--- src/rtl/avm_arbiter_2m.sv ---
// Two-master / one-slave Avalon-MM arbiter with burst support and round-robin
// grant; the grant is held until the owner's whole burst has completed.
module avm_arbiter_2m #(
    parameter int ADDR_W  = 32,
    parameter int DATA_W  = 32,
    parameter int BURST_W = 3
) (
    input  logic                  clk,
    input  logic                  rst_n,

    input  logic [ADDR_W-1:0]     m0_address,
    input  logic [DATA_W-1:0]     m0_writedata,
    input  logic [DATA_W/8-1:0]   m0_byteenable,
    input  logic [BURST_W-1:0]    m0_burstcount,
    input  logic                  m0_read,
    input  logic                  m0_write,
    output logic                  m0_waitrequest,
    output logic                  m0_readdatavalid,
    output logic [DATA_W-1:0]     m0_readdata,

    input  logic [ADDR_W-1:0]     m1_address,
    input  logic [DATA_W-1:0]     m1_writedata,
    input  logic [DATA_W/8-1:0]   m1_byteenable,
    input  logic [BURST_W-1:0]    m1_burstcount,
    input  logic                  m1_read,
    input  logic                  m1_write,
    output logic                  m1_waitrequest,
    output logic                  m1_readdatavalid,
    output logic [DATA_W-1:0]     m1_readdata,

    output logic [ADDR_W-1:0]     s_address,
    output logic [DATA_W-1:0]     s_writedata,
    output logic [DATA_W/8-1:0]   s_byteenable,
    output logic [BURST_W-1:0]    s_burstcount,
    output logic                  s_read,
    output logic                  s_write,
    input  logic                  s_waitrequest,
    input  logic                  s_readdatavalid,
    input  logic [DATA_W-1:0]     s_readdata
);

    typedef enum logic [1:0] {
        ST_IDLE     = 2'd0,
        ST_CMD      = 2'd1,
        ST_WR_BURST = 2'd2,
        ST_RD_DATA  = 2'd3
    } state_t;

    state_t               state_r;
    logic                 owner_r;
    logic                 prio_r;
    logic [BURST_W-1:0]   beats_r;

    logic                 req0_s;
    logic                 req1_s;
    logic                 own_read_s;
    logic                 own_write_s;
    logic [ADDR_W-1:0]    own_address_s;
    logic [DATA_W-1:0]    own_writedata_s;
    logic [DATA_W/8-1:0]  own_byteenable_s;
    logic [BURST_W-1:0]   own_burstcount_s;
    logic [BURST_W-1:0]   eff_count_s;
    logic                 wr_acc_s;
    logic                 rd_acc_s;

    assign req0_s = m0_read | m0_write;
    assign req1_s = m1_read | m1_write;

    // Read data is broadcast; only the valid strobe is steered to the owner
    assign m0_readdata = s_readdata;
    assign m1_readdata = s_readdata;

    assign wr_acc_s = s_write & ~s_waitrequest;
    assign rd_acc_s = s_read  & ~s_waitrequest;

    // Multiplex the current owner's command fields
    always_comb begin
        if (owner_r) begin
            own_read_s       = m1_read;
            own_write_s      = m1_write;
            own_address_s    = m1_address;
            own_writedata_s  = m1_writedata;
            own_byteenable_s = m1_byteenable;
            own_burstcount_s = m1_burstcount;
        end else begin
            own_read_s       = m0_read;
            own_write_s      = m0_write;
            own_address_s    = m0_address;
            own_writedata_s  = m0_writedata;
            own_byteenable_s = m0_byteenable;
            own_burstcount_s = m0_burstcount;
        end
    end

    // A burstcount of zero behaves as a single beat
    always_comb begin
        if (own_burstcount_s == BURST_W'(0)) begin
            eff_count_s = BURST_W'(1);
        end else begin
            eff_count_s = own_burstcount_s;
        end
    end

    // Slave command and master handshake steering by state
    always_comb begin
        s_address        = '0;
        s_writedata      = '0;
        s_byteenable     = '0;
        s_burstcount     = '0;
        s_read           = 1'b0;
        s_write          = 1'b0;
        m0_waitrequest   = 1'b1;
        m1_waitrequest   = 1'b1;
        m0_readdatavalid = 1'b0;
        m1_readdatavalid = 1'b0;
        case (state_r)
            ST_CMD, ST_WR_BURST: begin
                s_address    = own_address_s;
                s_writedata  = own_writedata_s;
                s_byteenable = own_byteenable_s;
                s_burstcount = own_burstcount_s;
                s_write      = own_write_s;
                // A simultaneous read+write from the owner resolves to the write
                if (state_r == ST_CMD) begin
                    s_read = own_read_s & ~own_write_s;
                end else begin
                    s_read = 1'b0;
                end
                if (owner_r) begin
                    m1_waitrequest = s_waitrequest;
                end else begin
                    m0_waitrequest = s_waitrequest;
                end
            end
            ST_RD_DATA: begin
                if (owner_r) begin
                    m1_readdatavalid = s_readdatavalid;
                end else begin
                    m0_readdatavalid = s_readdatavalid;
                end
            end
            default: begin
                s_read = 1'b0;
            end
        endcase
    end

    // Arbitration and burst tracking state machine
    always_ff @(posedge clk) begin
        if (!rst_n) begin
            state_r <= ST_IDLE;
            owner_r <= 1'b0;
            prio_r  <= 1'b0;
            beats_r <= BURST_W'(0);
        end else begin
            case (state_r)
                ST_IDLE: begin
                    if (req0_s | req1_s) begin
                        if (req0_s & req1_s) begin
                            owner_r <= prio_r;
                        end else begin
                            owner_r <= req1_s;
                        end
                        state_r <= ST_CMD;
                    end
                end
                ST_CMD: begin
                    if (!own_read_s && !own_write_s) begin
                        state_r <= ST_IDLE;
                    end else if (wr_acc_s) begin
                        beats_r <= eff_count_s - BURST_W'(1);
                        if (eff_count_s == BURST_W'(1)) begin
                            state_r <= ST_IDLE;
                            prio_r  <= ~owner_r;
                        end else begin
                            state_r <= ST_WR_BURST;
                        end
                    end else if (rd_acc_s) begin
                        beats_r <= eff_count_s;
                        state_r <= ST_RD_DATA;
                    end
                end
                ST_WR_BURST: begin
                    if (wr_acc_s) begin
                        beats_r <= beats_r - BURST_W'(1);
                        if (beats_r == BURST_W'(1)) begin
                            state_r <= ST_IDLE;
                            prio_r  <= ~owner_r;
                        end
                    end
                end
                ST_RD_DATA: begin
                    if (s_readdatavalid) begin
                        beats_r <= beats_r - BURST_W'(1);
                        if (beats_r == BURST_W'(1)) begin
                            state_r <= ST_IDLE;
                            prio_r  <= ~owner_r;
                        end
                    end
                end
                default: begin
                    state_r <= ST_IDLE;
                end
            endcase
        end
    end

endmodule
--- config.mk ---
export PLATFORM = sky130hd
export DESIGN_NAME = avm_arbiter_2m
export DESIGN_NICKNAME = d
export VERILOG_FILES = /design/src/rtl/avm_arbiter_2m.sv
export SDC_FILE = /design/constraint.sdc
export NUM_CORES = 1
export LEC_CHECK = 0
export CORE_AREA = 5 5 121 123
export CTS_CLUSTER_SIZE = 12
export DETAILED_ROUTE_END_ITERATION = 10
export DIE_AREA = 0 0 126 128
export HOLD_SLACK_MARGIN = 0.1
export PLACE_DENSITY = 0.7
export REMOVE_ABC_BUFFERS = 1
export SLEW_MARGIN = 20
export SYNTH_ARGS = -nofsm -noshare
export SYNTH_HDL_FRONTEND = slang
export SYNTH_SLANG_ARGS = --single-unit
--- constraint.sdc ---
create_clock -name clk -period 1.95 [get_ports clk]
set_input_delay 0.39 -clock clk [delete_from_list [all_inputs] [get_ports clk]]
set_output_delay 0.39 -clock clk [all_outputs]
set_load 0.05 [all_outputs]
==> implementation parameters <==
Parameter                              Value

Routing
  Routed wire length ... 15.7 mm
  DR WL/cell ... 22.9 um
  Vias ... 3019
  1st-pass router iterations ... 4
  Count of antenna-violating nets left after detailed routing ... 0
  Routed vias/inst ... 4.40
  First-iteration detailed-routing DRC count ... 61
  Remaining design rule violation count ... 0

Logic synthesis
  Synth top area cells ... sky130_fd_sc_hd__mux2i_1 (30%), sky130_fd_sc_hd__buf_4 (20%), sky130_fd_sc_hd__nor2b_1 (18%)
  EDFF count, synth ... 0
  Number of instances in the synthesized netlist ... 320
  Post-synth top area cell ... sky130_fd_sc_hd__mux2i_1
  Number of synthesis warnings ... 0
  Register bit total from synthesis ... 7
  Ys async rst share ... 0%
  Sequential share of the synthesized area ... 5.60%
  Post-synth top flop ... sky130_fd_sc_hd__dfxtp_1
  Syn avg cell area ... 7.82 um^2
  Area fraction of the dominant cell type after synthesis ... 29.6%
  Synthesized cell area ... 2500 um^2
  Synth cell types ... 45

Worst setup path
  Type of origin of the critical path ... flip-flop
  Required time of the worst setup path ... approximately 1600 ps
  Setup CP Type ... reg2out
  End of the worst register-to-register path ... beats_r[1]$_SDFFE_PN0P_
  Arrival time reported for the critical path endpoint ... 1550 ps
  Length in cells of the worst reg-to-reg path ... 9
  Launching element of the worst setup path ... state_r[1]$_SDFFE_PN0P_
  Highest fanout seen on the critical path ... 3
  R2R setup slack ... 50 ps
  Startpoint of the lowest-slack register-to-register path ... state_r[1]$_SDFFE_PN0P_
  Critical Path Sink Type ... output pin

Timing
  Setup violation total in the final timing report ... 0
  RSZ-0062 raised after global routing ... true
  Layout Skew ... 2.61 ps
  Shortest clock period the worst path allows after layout ... ~1900 ps
  Portion of the clock cycle consumed by the worst path in the final layout ... 99.6%
  Remaining max-slew budget at the tightest pin ... 66.0%
  Final Hold Fails ... 0
  Fmax ... 515 MHz
  Number of max-slew violations in the final report ... 0
  Transition at the pin with the smallest max-transition slack ... 503 ps

Die
  Overall die width ... roughly 130 um
  Number of standard-cell rows in the floorplan ... 43
  Die Outline Area ... 16100 um^2
  Initial Util ... 18.4%
  I/O Pins ... 323
  Die extent in y ... 128 um
  Core ar. ... between 10000 and 15000 um^2

Clock tree
  Clock Tree Root ... sky130_fd_sc_hd__clkbuf_16
  Clock-pin transition on the worst setup and hold timing paths ... 40 ps
  Clock latency on the worst-skew pair ... 240 ps
  CTS tree ... yes
  H-tree lvl count ... 1
  Worst-case clock buffer depth ... 2
  Number of buffers created by CTS ... 3
  Clock sink count ... 7
  Hold Buf Count CTS ... 0

Cells and area
  Final Core Density ... 47.0%
  Area added between synthesis and finish ... 155%
  Antenna diode count ... 0
  Share of final-layout standard cells stronger than drive strength 1 ... between 40% and 50%
  Layout fillers ... between 1000 and 1500
  Post-layout instance count excluding filler cells ... 686
  Post-route cell area ... about 6400 um^2
  Net count reported at finish ... 697

Hold path
  Cell depth of the worst min-delay path ... 2
  Min-delay src ... prio_r$_SDFFE_PN0P_
  Endpoint of the worst hold-timing path ... prio_r$_SDFFE_PN0P_
  Class of the tightest hold or removal check ... reg2reg

Flow run
  Max-cap violations ... 0

Place
  Cell count after placement ... 666
  Number of buffer cells added on primary ports ... 226
  RePlAce Congestion ... 0.898
  Post-detail-place hpwl ... approximately 14 mm
  Area post-placement ... 5380 um^2

Pwr
  Power density cells ... ~1500 nW/um^2
  Highest ir drop seen on vdd ... 0.531 mV
  Static leakage ... 2.49 nW

GRT
  Global-route usage over all layers ... 17.5%
  Grt ovf ... 0
  Initial antenna violation count ... 0
  Via count of the first global-routing pass ... 3259
  Pin count of the biggest net entering global routing ... 36
  Wire length of the first global-routing pass ... 21.1 mm

Outcome
  Run status ... finished, final reports clean
[state kept, by name, indices dropped and copies added (netlist names)]
register	cells
beats_r	3
state_r	2
owner_r	1
prio_r	1
[power breakdown]
group | total, mW | switching (mW) | internal (mW)
clock | 0.364 | 0.0910 | 0.273
combinational | 8.95 | 4.36 | 4.59
sequential | 0.263 | 0.0531 | 0.210
total | 9.58 | 4.50 | 5.08
[timing repair]
action / 4_1_cts / 5_1_grt
setup buffers: 7 / 6
endpoints found under the setup margin: 78 / 79
resized for setup: 105 / 91
cloned: 0 / 3
endpoints found under the hold margin: 0 / 0
pin swaps: 1 / 10
[how the worst max path moves through the flow]
| stage | to |
|---|---|
| finish | m1_waitrequest |
| global route | s_writedata[9] |
| CTS | beats_r[1]$_SDFFE_PN0P_ |
| detailed placement | beats_r[1]$_SDFFE_PN0P_ |
| global placement | beats_r[1]$_SDFFE_PN0P_ |
| floorplan | s_burstcount[1] |
[critical path, cell delays in order, from the launching register on]
cell,delay (ps)
sky130_fd_sc_hd__dfxtp_2,330
sky130_fd_sc_hd__inv_2,50
sky130_fd_sc_hd__ha_4,270
sky130_fd_sc_hd__buf_4,150
sky130_fd_sc_hd__nor2b_4,160
sky130_fd_sc_hd__buf_6,130
sky130_fd_sc_hd__nand2_1,70
sky130_fd_sc_hd__buf_6,150
[through the flow]
step	worst slack (ps)	hold slack (ps)	power (mW)	setup TNS, ps
2_1_floorplan	-2580	435	4.01	-187700
3_3_place_gp	-233	464	7.72	-824
3_5_place_dp	-268	468	7.80	-1110
4_1_cts	-34.1	474	8.77	-87.7
5_1_grt	-45.0	547	9.96	-821
6_report	6.95	479	9.58	0
[cells in the mapped netlist (2+ instances only)]
cell type                   count
sky130_fd_sc_hd__o21ai_0        3
sky130_fd_sc_hd__buf_2          5
sky130_fd_sc_hd__and3_1         3
sky130_fd_sc_hd__a21oi_1        2
sky130_fd_sc_hd__a211o_1        2
sky130_fd_sc_hd__o2111ai_1      2
sky130_fd_sc_hd__ha_1           8
sky130_fd_sc_hd__nand2b_1       5
sky130_fd_sc_hd__mux2i_1       74
sky130_fd_sc_hd__buf_4         67
sky130_fd_sc_hd__nor2_1        11
sky130_fd_sc_hd__dfxtp_1        7
sky130_fd_sc_hd__nand2_1        9
sky130_fd_sc_hd__nand3_1        4
sky130_fd_sc_hd__and2_1         2
sky130_fd_sc_hd__nor2b_1       72
sky130_fd_sc_hd__inv_1          9
sky130_fd_sc_hd__clkbuf_1       8
[cell usage in the layout (no fill, tap or decap), drive strengths merged, types with 3 or more instances in the layout]
| cell | instances |
|---|---|
| nand2 | 9 |
| nor2b | 72 |
| inv | 9 |
| clkbuf | 7 |
| buf | 112 |
| ha | 8 |
| dfxtp | 7 |
| and3 | 3 |
| mux2i | 75 |
| o21ai | 5 |
| clkdlybuf4s50 | 141 |
| nand2b | 5 |
| dlymetal6s2s | 7 |
| nor2 | 12 |
| nand3 | 4 |
[cell families (layout without fill, tap and decap cells)]
kind of cell    Yosys count  in the layout  synth area share [%]
buf+inv                  91            277                  24.3
xor+xnor                  1              1                 0.350
simple gates            115            115                  27.5
mux                      76             76                  30.6
flops                     7              7                  5.60
fa+ha+maj                 8              8                  4.00
compound gates           22             22                  7.70
[per-layer routing]
| layer | track usage, % | vias up | wire length, um |
|---|---|---|---|
| met4 | 2.40 | 2 | 265 |
| met1 | 19.2 | 1363 | 5660 |
| met5 | 4.64 | - | 67 |
| met3 | 14.2 | 27 | 2860 |
| li1 | - | 1388 | - |
| met2 | 26.7 | 239 | 6830 |
[cell type report]
type / count / area (um^2) / share of cell area, %
sequential: 7 / 146 / 2.30
multi-input combinational: 222 / 2430 / 38.1
clock buffer: 4 / 78.8 / 1.24
tap: 180 / 225 / 3.53
inverter: 9 / 36.3 / 0.569
timing repair buffer: 264 / 3460 / 54.3
No activity file was read; power rests on OpenSTA's default activity.
